File: config.mk
export PLATFORM = sky130hd
export DESIGN_NAME = lsu_pipelined
export DESIGN_NICKNAME = d
export VERILOG_FILES = /design/src/rtl/lsu_pipelined.sv
export SDC_FILE = /design/constraint.sdc
export NUM_CORES = 1
export LEC_CHECK = 0
export CORE_AREA = 2 2 83 85
export DETAILED_ROUTE_END_ITERATION = 12
export DIE_AREA = 0 0 85 87
export DONT_BUFFER_PORTS = 1
export HOLD_SLACK_MARGIN = 0.06
export PLACE_DENSITY = 0.37
export SETUP_SLACK_MARGIN = 0.15
export SYNTH_ARGS = -nofsm -noshare
export SYNTH_HDL_FRONTEND = slang
export SYNTH_SLANG_ARGS = --single-unit
export TNS_END_PERCENT = 5
File: constraint.sdc
create_clock -name clk_i -period 2.35 [get_ports clk_i]
set_input_delay 0.705 -clock clk_i [delete_from_list [all_inputs] [get_ports clk_i]]
set_output_delay 0.705 -clock clk_i [all_outputs]
set_load 0.01 [all_outputs]
File: src/rtl/lsu_pipelined.sv
// lsu_pipelined: Wishbone B4 pipelined data-port master with in-order responses.
// Define LSU_TIMEOUT_EN to add the hung-slave watchdog and the ABORT drain state.
module lsu_pipelined #(
    parameter int ADDR_W          = 32,
    parameter int DATA_W          = 32,
    parameter int MAX_OUTSTANDING = 4,
    parameter int TIMEOUT_CYCLES  = 256
) (
    input  logic                  clk_i,
    input  logic                  rstn_i,
    input  logic                  req_i,
    input  logic                  we_i,
    input  logic [ADDR_W-1:0]     addr_i,
    input  logic [DATA_W/8-1:0]   be_i,
    input  logic [DATA_W-1:0]     wdata_i,
    output logic                  req_ready_o,
    output logic                  rsp_valid_o,
    output logic [DATA_W-1:0]     rsp_rdata_o,
    output logic                  rsp_we_o,
    output logic                  rsp_err_o,
    output logic                  wb_cyc,
    output logic                  wb_stb,
    output logic                  wb_lock,
    output logic                  wb_we,
    output logic [ADDR_W-1:0]     wb_addr,
    output logic [DATA_W/8-1:0]   wb_sel,
    output logic [DATA_W-1:0]     wb_wdata,
    input  logic [DATA_W-1:0]     wb_rdata,
    input  logic                  wb_ack,
    input  logic                  wb_err,
    input  logic                  wb_stall
);

    localparam int CNT_W = $clog2(MAX_OUTSTANDING + 1);
    localparam int PTR_W = (MAX_OUTSTANDING > 1) ? $clog2(MAX_OUTSTANDING) : 1;
    localparam logic [CNT_W-1:0] MAX_CNT  = CNT_W'(MAX_OUTSTANDING);
    localparam logic [PTR_W-1:0] PTR_LAST = PTR_W'(MAX_OUTSTANDING - 1);

`ifdef LSU_TIMEOUT_EN
    localparam int WD_W = (TIMEOUT_CYCLES > 2) ? $clog2(TIMEOUT_CYCLES) : 1;
    localparam logic [WD_W-1:0] WD_LAST = WD_W'(TIMEOUT_CYCLES - 1);

    typedef enum logic [1:0] {IDLE = 2'd0, BUS = 2'd1, ABORT = 2'd2} state_t;
`else
    typedef enum logic [1:0] {IDLE = 2'd0, BUS = 2'd1} state_t;
`endif

    state_t                 state_q, state_d;
    logic [CNT_W-1:0]       count_q, count_d;
    logic [PTR_W-1:0]       wr_ptr_q, rd_ptr_q;
    logic [MAX_OUTSTANDING-1:0] type_q;

    logic stb;
    logic accept;
    logic bus_retire;
    logic retire;
    logic abort_rsp;
    logic head_we;

`ifdef LSU_TIMEOUT_EN
    logic [WD_W-1:0] wd_q;
    logic            wd_expire;
`endif

    // Issue, accept and retire decisions; stb depends only on registered count, never on ack
    always_comb begin
        stb        = 1'b0;
        accept     = 1'b0;
        bus_retire = 1'b0;
        retire     = 1'b0;
        abort_rsp  = 1'b0;
        head_we    = type_q[rd_ptr_q];

        stb = rstn_i && req_i && (count_q < MAX_CNT);
`ifdef LSU_TIMEOUT_EN
        if (state_q == ABORT) begin
            stb = 1'b0;
        end
        abort_rsp = rstn_i && (state_q == ABORT) && (count_q != '0);
`endif
        accept     = stb && !wb_stall;
        bus_retire = rstn_i && (state_q == BUS) && (wb_ack || wb_err) && (count_q != '0);
        retire     = bus_retire || abort_rsp;
    end

    always_comb begin
        count_d = count_q;
        case ({accept, retire})
            2'b10:   count_d = count_q + 1'b1;
            2'b01:   count_d = count_q - 1'b1;
            default: count_d = count_q;
        endcase
    end

`ifdef LSU_TIMEOUT_EN
    assign wd_expire = (state_q == BUS) && (count_q != '0) && !accept && !retire && (wd_q == WD_LAST);
`endif

    always_comb begin
        state_d = state_q;
        case (state_q)
            IDLE: begin
                if (req_i) begin
                    state_d = BUS;
                end
            end
            BUS: begin
                if ((count_d == '0) && !accept) begin
                    state_d = IDLE;
                end
`ifdef LSU_TIMEOUT_EN
                else if (wd_expire) begin
                    state_d = ABORT;
                end
`endif
            end
`ifdef LSU_TIMEOUT_EN
            ABORT: begin
                if (count_d == '0) begin
                    state_d = IDLE;
                end
            end
`endif
            default: state_d = IDLE;
        endcase
    end

    // Bus lines are zeroed whenever no strobe is presented
    always_comb begin
        wb_stb      = stb;
        wb_cyc      = stb || (state_q == BUS);
        wb_lock     = 1'b0;
        wb_we       = stb && we_i;
        wb_addr     = stb ? addr_i : '0;
        wb_wdata    = stb ? wdata_i : '0;
        wb_sel      = '0;
        if (stb) begin
            wb_sel = we_i ? be_i : '1;
        end
        req_ready_o = accept;
        rsp_valid_o = retire;
        rsp_we_o    = retire && head_we;
        rsp_err_o   = (bus_retire && wb_err) || abort_rsp;
        rsp_rdata_o = (bus_retire && !head_we && !wb_err) ? wb_rdata : '0;
    end

    always_ff @(posedge clk_i) begin
        if (!rstn_i) begin
            state_q  <= IDLE;
            count_q  <= '0;
            wr_ptr_q <= '0;
            rd_ptr_q <= '0;
            type_q   <= '0;
        end else begin
            state_q <= state_d;
            count_q <= count_d;
            if (accept) begin
                type_q[wr_ptr_q] <= we_i;
                wr_ptr_q         <= (wr_ptr_q == PTR_LAST) ? '0 : wr_ptr_q + 1'b1;
            end
            if (retire) begin
                rd_ptr_q <= (rd_ptr_q == PTR_LAST) ? '0 : rd_ptr_q + 1'b1;
            end
        end
    end

`ifdef LSU_TIMEOUT_EN
    // Watchdog measures cycles without any bus progress while requests are in flight
    always_ff @(posedge clk_i) begin
        if (!rstn_i) begin
            wd_q <= '0;
        end else if ((state_q == BUS) && (count_q != '0) && !accept && !retire && !wd_expire) begin
            wd_q <= wd_q + 1'b1;
        end else begin
            wd_q <= '0;
        end
    end
`endif

endmodule

# --- Yosys cells after proc, flatten, opt, wreduce, memory -nomap -nowiden ---
# Cells that the tools add are included.
totals:
  regBits: 13
  out_inout_bits: 108
  wordCells: 59
classes:
  add_sub_neg: 4
  magnitude_cmp: 4
  eq_ne: 7
  mux: 16
  reduce_logical: 23
op_table:
  columns: ["op", "count"]
  rows:
  - ["32-bit 2-to-1 mux", 3]
  - ["1-bit logical AND", 13]
  - ["2-bit 2-to-1 mux", 4]
  - ["4-bit 2-to-1 mux", 2]
  - ["2-bit equality test (second input constant)", 3]
  - ["2-bit by 3-bit < comparator with 1-bit output (second input constant)", 2]
  - ["3-bit one-hot mux with 2 select lines", 1]
  - ["2-bit by 1-bit adder with 2-bit output (second input constant)", 2]
  - ["4-bit bitwise mux", 1]
  - ["2-bit by 1-bit equality test with 1-bit output (second input constant)", 2]
  - ["1-bit logical NOT", 4]
  - ["2-bit != test (second input constant)", 2]
  - ["2-bit one-hot mux with 2 select lines", 1]
  - ["3-bit by 1-bit adder with 3-bit output (second input constant)", 1]
  - ["3-bit logical NOT", 1]
  - ["3-bit < comparator (second input constant)", 1]
  - ["3-bit nonzero test", 1]
  - ["3-bit by 1-bit subtractor with 3-bit output (second input constant)", 1]
  - ["1-bit binary-select mux with 2-bit select", 1]
  - ["1-bit demux with 2-bit select", 1]
  - ["2-bit by 1-bit >= comparator with 1-bit output (second input constant)", 1]
  - ["2-bit logical NOT", 1]
  - ["1-bit logical OR", 2]
  - ["1-bit 2-to-1 mux", 2]
  - ["2-bit AND reduction", 1]

# --- Depth between registers and ports, before layout ---
logic_depth:
  ltp_word: 10
  mapped_depth: 8
  mapped_depth_nobuf: 8

# --- Worst setup path after synthesis ---
# No wires, ideal clock.
synth_path:
  kind: "input to register"
  from: "input port wb_err"
  to: "register state_q[0]"
  t_arrival_ns: 2.455
  slack_ns: -0.179
  stages: 8
  path_cell_list: "o211ai_1 -> nor2_1 -> ha_1 -> inv_1 -> fa_1 -> xor2_1 -> or3_1 -> a31oi_1"
synth_between:
  elab_chain_len: 9
  elab_cells_between_ends: 10
  cone_classes: "eq/ne: 3; mux: 1; reduce/logical: 6"
synth_lines:
  columns: ["element", "line", "text"]
  rows:
  - ["start: declaration", "30", "input logic wb_err,"]
  - ["1-bit logical OR *", "82", "bus_retire = rstn_i && (state_q == BUS) && (wb_ack || wb_err) && (count_q != '0);"]
  - ["1-bit logical AND * (2 in a row)", "82", null]
  - ["net rsp_valid_o", "17", "output logic rsp_valid_o,"]
  - ["2-bit by 1-bit equality test with 1-bit output / 2-bit equality test (equally long branches)", "88", "case ({accept, retire})"]
  - ["3-bit one-hot mux with 2 select lines *", "88", null]
  - ["3-bit logical NOT *", "108", "if ((count_d == '0) && !accept) begin"]
  - ["1-bit logical AND *", "108", null]
  - ["2-bit != test (no source line) *", null, null]
  - ["2-bit AND reduction (no source line) *", null, null]
  - ["end signal: assignment", "155", "state_q <= state_d;"]
  - ["end: declaration", "48", "state_t state_q, state_d;"]
# Mark *: on every way through the listed nets, which the timed path passes. The rest lies on a longest branch.
# A chain may end at the register's enable or synchronous reset.

# --- Final worst setup path ---
layout_path:
  from: "register rd_ptr_q[0]"
  to: "output port rsp_rdata_o[3]"
layout_between:
  elab_chain_len: 6
layout_lines:
  columns: ["element", "line", "text"]
  rows:
  - ["start: declaration", "50", "logic [PTR_W-1:0] wr_ptr_q, rd_ptr_q;"]
  - ["start signal: assignment", "162", "rd_ptr_q <= (rd_ptr_q == PTR_LAST) ? '0 : rd_ptr_q + 1'b1;"]
  - ["1-bit binary-select mux with 2-bit select", "72", "head_we = type_q[rd_ptr_q];"]
  - ["1-bit 2-to-1 mux (implied by the code)", "72", null]
  - ["1-bit logical NOT", "144", "rsp_rdata_o = (bus_retire && !head_we && !wb_err) ? wb_rdata : '0;"]
  - ["1-bit logical AND (2 in a row)", "144", null]
  - ["32-bit 2-to-1 mux", "144", null]
  - ["end: declaration", "18", "output logic [DATA_W-1:0] rsp_rdata_o,"]
# No other way between the ends. The select of a mux whose other input is x is not followed.

==> impl_metrics.py <==
metrics = {
    "route": {
        "post_drt_via_cell_ratio": 4.633,
        "detail_route.wl_per_cell_um": 15.84,
        "num_vias": 1302,
        "drc": 0,
        "firstDrtPassIters": 4,
        "ant_nets": 0,
        "drt_iter0_markers": 39,
        "finalWirelength_mm": 4.452,
    },
    "sta": {
        "setup-violations-final": 32,
        "finalCritPeriodShare_pct": 107.7,
        "hold_violations": 0,
        "finalClockSkew_ns": 0.001678,
        "fin_crit_ns": 2.530,
        "setup_ws_ns": -0.1799,
        "rsz0062_at_grt": "yes",
        "drv_slew": 0,
        "fmax_mhz": 395.3,
    },
    "global_route": {
        "antenna_found_initial": 3,
        "grt_usage_pct": 9.893,
        "overflow": 0,
        "grt_use_met2_pct": 14.49,
        "grt_pass1_wl_mm": 5.595,
        "grt_most_used_layer": "met2",
        "grt_max_degree": 67,
        "globalRouteMet1Util_pct": 14.30,
        "grt_pass1_vias": 1027,
        "grt_use_met3_pct": 3.412,
    },
    "setup_path": {
        "critical_path.slowest_cell": "mux4_2",
        "required_ns": 1.64,
        "startpoint_type": "flip-flop",
        "cp_num_buf_inv": 1,
        "endpoint_kind": "output pin",
        "crit_fanout": 32,
        "cp_slowest_stage_delay_ns": 0.54,
        "critical_path_class": "flip-flop to output pin",
        "path_delay_family": "multiplexers",
        "worstPathCellList": "mux4_2 -> nor4_4 -> buf_12 -> and2_1",
        "arrival_ns": 1.82,
    },
    "synthesis": {
        "yosysTopAreaCell": "and2_1",
        "synthCells": 198,
        "yosys.area.top_type_share_pct": 43.81,
        "synthesis.nets": 312,
        "syn_area_sq_mm": 0.001414,
        "synthFlopType": "dfxtp_1",
        "ys_seq_area_share_pct": 16.99,
        "synth_edf_count": 0,
        "ys_types": 32,
        "async_flop_share_pct": 0,
        "synth.area.top_cells": "and2_1, dfxtp_1, ha_1, a21oi_1, inv_1",
        "ys_seq_elements": 12,
        "synth_warnings": 0,
        "avgSynthCellArea_sq_um": 7.141,
    },
    "run_status": {
        "violations": "negative setup slack",
        "status": "finished, violations left",
    },
    "pwr": {
        "power_frac_seq_pct": 36.0,
        "power.internal_mw": 0.4226,
        "p_per_area_mw_per_mm2": 374.3,
        "clock_power_share_pct": 36.7,
        "switchingPower_mw": 0.1825,
        "ir_drop_mv": 0.2859,
        "p_leak_nw": 0.6758,
        "swShare_pct": 30.16,
        "power_mw": 0.6050,
        "power_frac_comb_pct": 27.3,
    },
    "clock_tree": {
        "cts_max_level": 1,
        "root_buffer": "clkbuf_8",
        "clkSinkCount": 12,
        "clkTransAtPathRegs_ns": 0.05,
        "clock_latency_ns": 0.24,
        "cts_buffers": 3,
        "postCtsHoldBufs": 0,
        "cts_tree": "done",
        "clockBufferDepth": 2,
    },
    "floorplanning": {
        "initial_core_util_pct": 21.52,
        "boundaryPins": 215,
        "die_h_um": 87,
        "die_area_sq_mm": 0.007395,
        "die_w_um": 85,
        "std_cell_rows": 30,
        "core_sq_mm": 0.006569,
    },
    "place": {
        "detailedPlace.worstSlack_ns": -0.0003648,
        "gp_congestion": 0.9818,
        "dp_hpwl_mm": 3.856,
        "io_buffers": 0,
        "dpl_cell_area_sq_mm": 0.001555,
    },
    "finish": {
        "layout-drive-gt1-share_pct": 12.00,
        "nFillCells": 716,
        "final_area_sq_mm": 0.001617,
        "syn_to_final_growth_pct": 14.34,
        "finalNetCount": 315,
    },
    "min_path": {
        "hold_path.class": "flip-flop to flip-flop",
    },
    "job": {
        "drv_cap": 0,
    },
}
-- synth_stat cells, types with 2 or more instances --
cell type and n:
and2_1 99, inv_1 16, a21oi_1 13, dfxtp_1 12, clkbuf_1 9, o21ai_0 8
ha_1 6, nand3_1 5, buf_6 3, nand2_1 3, nor2_1 2, xor2_1 2
-- placed cells by master (no fill, tap or decap), drive strengths merged, types with 2 or more instances in the layout --
| cell type | netlist | routed |
|---|---|---|
| nor2 | 2 | 2 |
| buf | 5 | 12 |
| ha | 6 | 6 |
| nand3 | 5 | 5 |
| nand2 | 3 | 3 |
| inv | 16 | 16 |
| clkbuf | 9 | 4 |
| xor2 | 2 | 2 |
| and2 | 99 | 99 |
| dfxtp | 12 | 12 |
| o21ai | 8 | 8 |
| a21oi | 13 | 13 |
-- path summary, 6_finish.rpt --
| kind | slack [ns] | end | depth (start not counted) | startpoint |
|---|---|---|---|---|
| worst max-delay path | -0.18 | rsp_rdata_o[3] | 4 | rd_ptr_q[0]$_SDFFE_PN0N_ |
| worst max register to register | 0.34 | state_q[0]$_SDFFE_PN0P_ | 8 | count_q[0]$_SDFF_PN0_ |
| worst min-delay path | 0.47 | type_q[2]$_SDFFE_PN0P_ | 2 | type_q[2]$_SDFFE_PN0P_ |
| worst min register to register | 0.47 | type_q[2]$_SDFFE_PN0P_ | 2 | type_q[2]$_SDFFE_PN0P_ |
-- power by group through the flow --
stage                     registers [mW]  logic (mW)  clock network (mW)
final                              0.218       0.165               0.222
after floorplan                    0.221       0.132                   0
after CTS                          0.218       0.168               0.231
after global placement             0.223       0.169                   0
after detailed placement           0.222       0.167                   0
after global routing               0.219       0.182               0.241
-- final cells by class --
cell class | count | area [sq um] | share of cell area (%)
clock buffers | 4 | 55.05 | 3.406
inverters | 16 | 60.06 | 3.715
diodes | 1 | 2.502 | 0.1548
multi-input cells | 156 | 1042 | 64.47
well taps | 80 | 100.1 | 6.192
repair buffers | 12 | 115.1 | 7.121
flip-flops and latches | 12 | 241.5 | 14.94
-- state kept, by name, summed over array words and instances (netlist names) --
name	cells
wr_ptr_q	2
state_q	1
count_q	3
type_q	4
rd_ptr_q	2
-- routing by layer --
| layer | routed length (um) | vias to the layer above | share of wire, % |
|---|---|---|---|
| met2 | 2197 | 81 | 49 |
| met3 | 408 | 4 | 9.2 |
| met5 | 30 | - | 0.67 |
| li1 | - | 625 | - |
| met1 | 1814 | 588 | 41 |
| met4 | 1 | 4 | 0.022 |
-- stage by stage --
stage	hold WS [ns]	TNS (ns)	utilization [%]	std cells
CTS	0.4786	-6.055	24.57	280
global route	0.5099	-7.759	24.61	281
global placement	0.4673	0	23.68	276
floorplan	0.4508	-0.1650	-	198
finish	0.4731	-5.266	24.61	281
detailed placement	0.4696	-0.0003648	23.68	276
-- logic make-up after synthesis --
family / synth area share, %
compound gates: 9.647
xor+xnor: 1.239
fa+ha+maj: 6.726
buf+inv: 9.823
flops: 16.99
mux: 1.593
other cells: 0.2652
simple gates: 53.72
-- what timing repair did --
action	CTS	global route
resized for setup	2	0
buffers inserted	0	0
pin swaps	1	0
endpoints found under the setup margin	32	32
endpoints found under the hold margin	0	0
-- tightest hold or removal path: stages, from the launching register on --
cell	delay (ns)
dfxtp_1	0.30
o21ai_0	0.06
a21oi_1	0.06
No activity file was read; power rests on OpenSTA's default activity.
==> RTL edit 1: new RTL, same settings <==
Change the parameter `DATA_W` from 32 to 28.
--- a/src/rtl/lsu_pipelined.sv
+++ b/src/rtl/lsu_pipelined.sv
@@ -2,7 +2,7 @@
 // Define LSU_TIMEOUT_EN to add the hung-slave watchdog and the ABORT drain state.
 module lsu_pipelined #(
     parameter int ADDR_W          = 32,
-    parameter int DATA_W          = 32,
+    parameter int DATA_W          = 28,
     parameter int MAX_OUTSTANDING = 4,
     parameter int TIMEOUT_CYCLES  = 256
 ) (
Interface: changed (6 resized); port bits go from 215 to 197. The function was not compared with the original's and may differ.
==> RTL edit 1 against the original RTL <==
The flow still finishes with violations (setup timing); worst setup slack worse by 11 ps; hold slack better by 3.9 ps; area after synthesis is 3.9% lower; routed wire length is 8.8% higher; sequential cell count stayed put; total power is 4.9% higher; critical path depth stayed put; via count is 3.5% lower; design area is 2.5% higher.
==> RTL edit 1: results (changes against the original RTL) <==
status finished with violations; failing checks setup timing; P_leak 0.705 nW (+4.3%); clock skew 1.60 ps (-0.0796 ps); DPL Wire Length 4160 um (+8.0%); worst vdd rail ir drop 0.389 mV (+36%); DR WL met2 2040 um (-7.0%); DRT iter0 DRCs 23 (-41%); initial antenna violation count 7 (+4); Synth Area in XOR/XNOR 0.0129 (+0.000502); Hold Path Sink type_q[3]; worst-path fanout max 28 (-13%); vias per inst 4.64 (+0.11%); Worst Hold Slack 477 ps (+3.87 ps); worst endpoint data arrival time 1840 ps (+20 ps); vias in the first global route 1018 (-0.88%); complex-gate fraction of the synthesized area 0.0967 (+0.000225); Nets 295 (-6.3%); M1 WL 1800 um (-0.94%); fin worst setup slack -191 ps (-11.2 ps); adder-cell share of the synthesized area 0.0700 (+0.00272); share of cells above drive strength 1 0.381 (+0.261); Mapped Nets 291 (-6.7%); mux cell area share after synthesis 0.0166 (+0.000645); register area share after synthesis 0.177 (+0.00688); final setup fails 28 (-13%); Tot GR Track Use 0.112 (+0.0132); first-pass GRT wire length 5980 um (+6.8%); Hold Startpoint type_q[3]; commonest cells in the netlist and2_1, inv_1, and2_2; top area cells in the synthesized netlist and2_1, dfxtp_1, and2_2; met3 WL 872 um (+110%); RD Place Congestion 0.738 (-25%)
[RTL edit 1: layout make-up]
class | instances | area [sq um]
clock buffer | 4 | 55.1
fill | 704 | 4910
antenna | 2 | 5.00
inverter | 15 | 56.3
timing repair buffer | 11 | 108
tap | 80 | 100
sequential | 12 | 241
multi-input combinational | 147 | 1090
[RTL edit 1: cell families after synthesis]
kind of cell             Yosys count
other                              1
XOR/XNOR                           2
flip-flops                        12
adder cells (fa/ha/maj)            7
AND/OR/NAND/NOR                  112
AO/OA/AOI/OAI                     24
buffers and inverters             27
multiplexers                       1
[RTL edit 1: worst max-delay path: stages, from the launching register on]
cell and delay (ps):
dfxtp_2 340, mux4_2 540, nor4_4 330, buf_12 190
and2_1 190
[RTL edit 1: power breakdown]
part	switching [mW]	leakage, nW	internal [mW]
combinational	0.100	0.578	0.0791
sequential	0.00617	0.0979	0.211
clock	0.0893	0.0288	0.149
[RTL edit 1: worst max-delay path by stage]
stage	from	end	slack [ps]	cells past startpoint
2_1_floorplan	wb_ack	state_q[0]	-100	8
4_1_cts	rd_ptr_q[0]	rsp_rdata_o[23]	-210	4
6_report	rd_ptr_q[0]	rsp_rdata_o[6]	-190	4
5_1_grt	rd_ptr_q[0]	rsp_rdata_o[22]	-290	4
3_5_place_dp	wb_ack	rsp_rdata_o[4]	-5	5
3_3_place_gp	wb_ack	rsp_rdata_o[23]	20	5
[RTL edit 1: metal layers]
metal	vias to the layer above	GRT usage
met2	88	0.139
li1	591	-
met1	554	0.134
met3	14	0.100
met4	10	0.0433
met5	-	0
[RTL edit 1: stage by stage]
stage	std cells	area (sq um)
floorplan	186	1360
global placement	265	1510
detailed placement	265	1510
CTS	269	1570
global route	270	1650
finish	271	1660
==> RTL edit 2: new RTL, same flow settings <==
Made on the original files. Register the output `rsp_err_o`, cleared by the reset; this adds one clock of latency there. The other outputs are not delayed to match.
--- a/src/rtl/lsu_pipelined.sv
+++ b/src/rtl/lsu_pipelined.sv
@@ -35,6 +35,8 @@
     localparam int PTR_W = (MAX_OUTSTANDING > 1) ? $clog2(MAX_OUTSTANDING) : 1;
     localparam logic [CNT_W-1:0] MAX_CNT  = CNT_W'(MAX_OUTSTANDING);
     localparam logic [PTR_W-1:0] PTR_LAST = PTR_W'(MAX_OUTSTANDING - 1);
+
+    logic rsp_err_d;
 
 `ifdef LSU_TIMEOUT_EN
     localparam int WD_W = (TIMEOUT_CYCLES > 2) ? $clog2(TIMEOUT_CYCLES) : 1;
@@ -140,7 +142,7 @@
         req_ready_o = accept;
         rsp_valid_o = retire;
         rsp_we_o    = retire && head_we;
-        rsp_err_o   = (bus_retire && wb_err) || abort_rsp;
+        rsp_err_d   = (bus_retire && wb_err) || abort_rsp;
         rsp_rdata_o = (bus_retire && !head_we && !wb_err) ? wb_rdata : '0;
     end
 
@@ -177,5 +179,13 @@
     end
 `endif
 
+    always_ff @(posedge clk_i) begin
+        if (!rstn_i) begin
+            rsp_err_o <= '0;
+        end else begin
+            rsp_err_o <= rsp_err_d;
+        end
+    end
+
 endmodule
 
Behaviour: not the same (Yosys sat finds a counterexample within 4 cycles, from zero or initial values and one cycle with rstn_i low).
==> RTL edit 2 against the original RTL <==
The flow still finishes with violations (setup timing); count of clock-buffer cells in the layout is the same; cell count increased by 0.71%; non-clock buffer count rose by 2; register-to-register slack worse by 40 ps; via count did not move; sequential cell count rose by 1; worst setup slack better by 1.1 ps; design area up 2.9%; routed wire length down 3.0%; area after synthesis is 1.4% higher; critical endpoint is now rsp_rdata_o[8]; critical path depth stayed put; total power barely moved; global-route usage up 0.18 points.
==> RTL edit 2: results (changes against the original RTL) <==
mux cell area share after synthesis 0.0157 (-0.000222); max layer used met4; # diodes 0 (-1); adder-cell share of the synthesized area 0.0663 (-0.000939); first-pass GRT wire length 5890 um (+5.3%); Worst Hold Slack 480 ps (+7.39 ps); grt met3 use 0.0133 (-0.0209); complex-gate fraction of the synthesized area 0.0951 (-0.00135); clock power share 0.329 (-0.038); register area share after synthesis 0.182 (+0.0116); worst vdd rail ir drop 0.209 mV (-27%); share of cells above drive strength 1 0.153 (+0.0327); fin worst setup slack -179 ps (+1.12 ps); register-to-register setup slack 300 ps (-40 ps); status finished with violations; largest net degree at the start of global routing 47 (-30%); Tot GR Track Use 0.101 (+0.00182); P_leak 0.696 nW (+2.9%); grt met2 use 0.164 (+0.0192); Post-DP Area 1590 sq um (+2.3%); final setup fails 32 (unchanged); failing checks setup timing; Mapped Nets 313 (+0.32%); DPL Wire Length 3770 um (-2.1%); Internal 416 uW (-1.4%); commonest cells in the netlist and2_1, inv_1, a21oi_1, dfxtp_1, clkbuf_1; M1 WL 1810 um (-0.50%); RD Place Congestion 0.862 (-12%)
## RTL edit 2: cell types whose count changed after synthesis, sizes merged
| cell | change |
|---|---|
| dfxtp | +1 |
## RTL edit 2: final timing paths
kind	from	to	cells past startpoint
setup reg to reg	state_q[0]	state_q[0]	8
hold reg to reg	type_q[2]	type_q[2]	2
hold / removal	type_q[2]	type_q[2]	2
setup / recovery	rd_ptr_q[0]	rsp_rdata_o[8]	4
## RTL edit 2: layout make-up
cell class	instances	area [sq um]
repair buffers	14	134
clock buffers	4	45.0
inverters	16	60.1
multi-input cells	156	1060
well taps	80	100
fillers	716	4900
flip-flops and latches	13	262
## RTL edit 2: stage by stage
step	power (mW)	cells	setup WS [ps]
global placement	0.411	279	-20.5
floorplan	0.370	199	-94.6
global route	0.649	283	-303
detailed placement	0.409	279	-56.1
finish	0.605	283	-179
CTS	0.614	283	-209
## RTL edit 2: timing repair
action | CTS | global route
pin swaps | 3 | 3
resized for setup | 5 | 5
setup endpoints to repair | 33 | 35
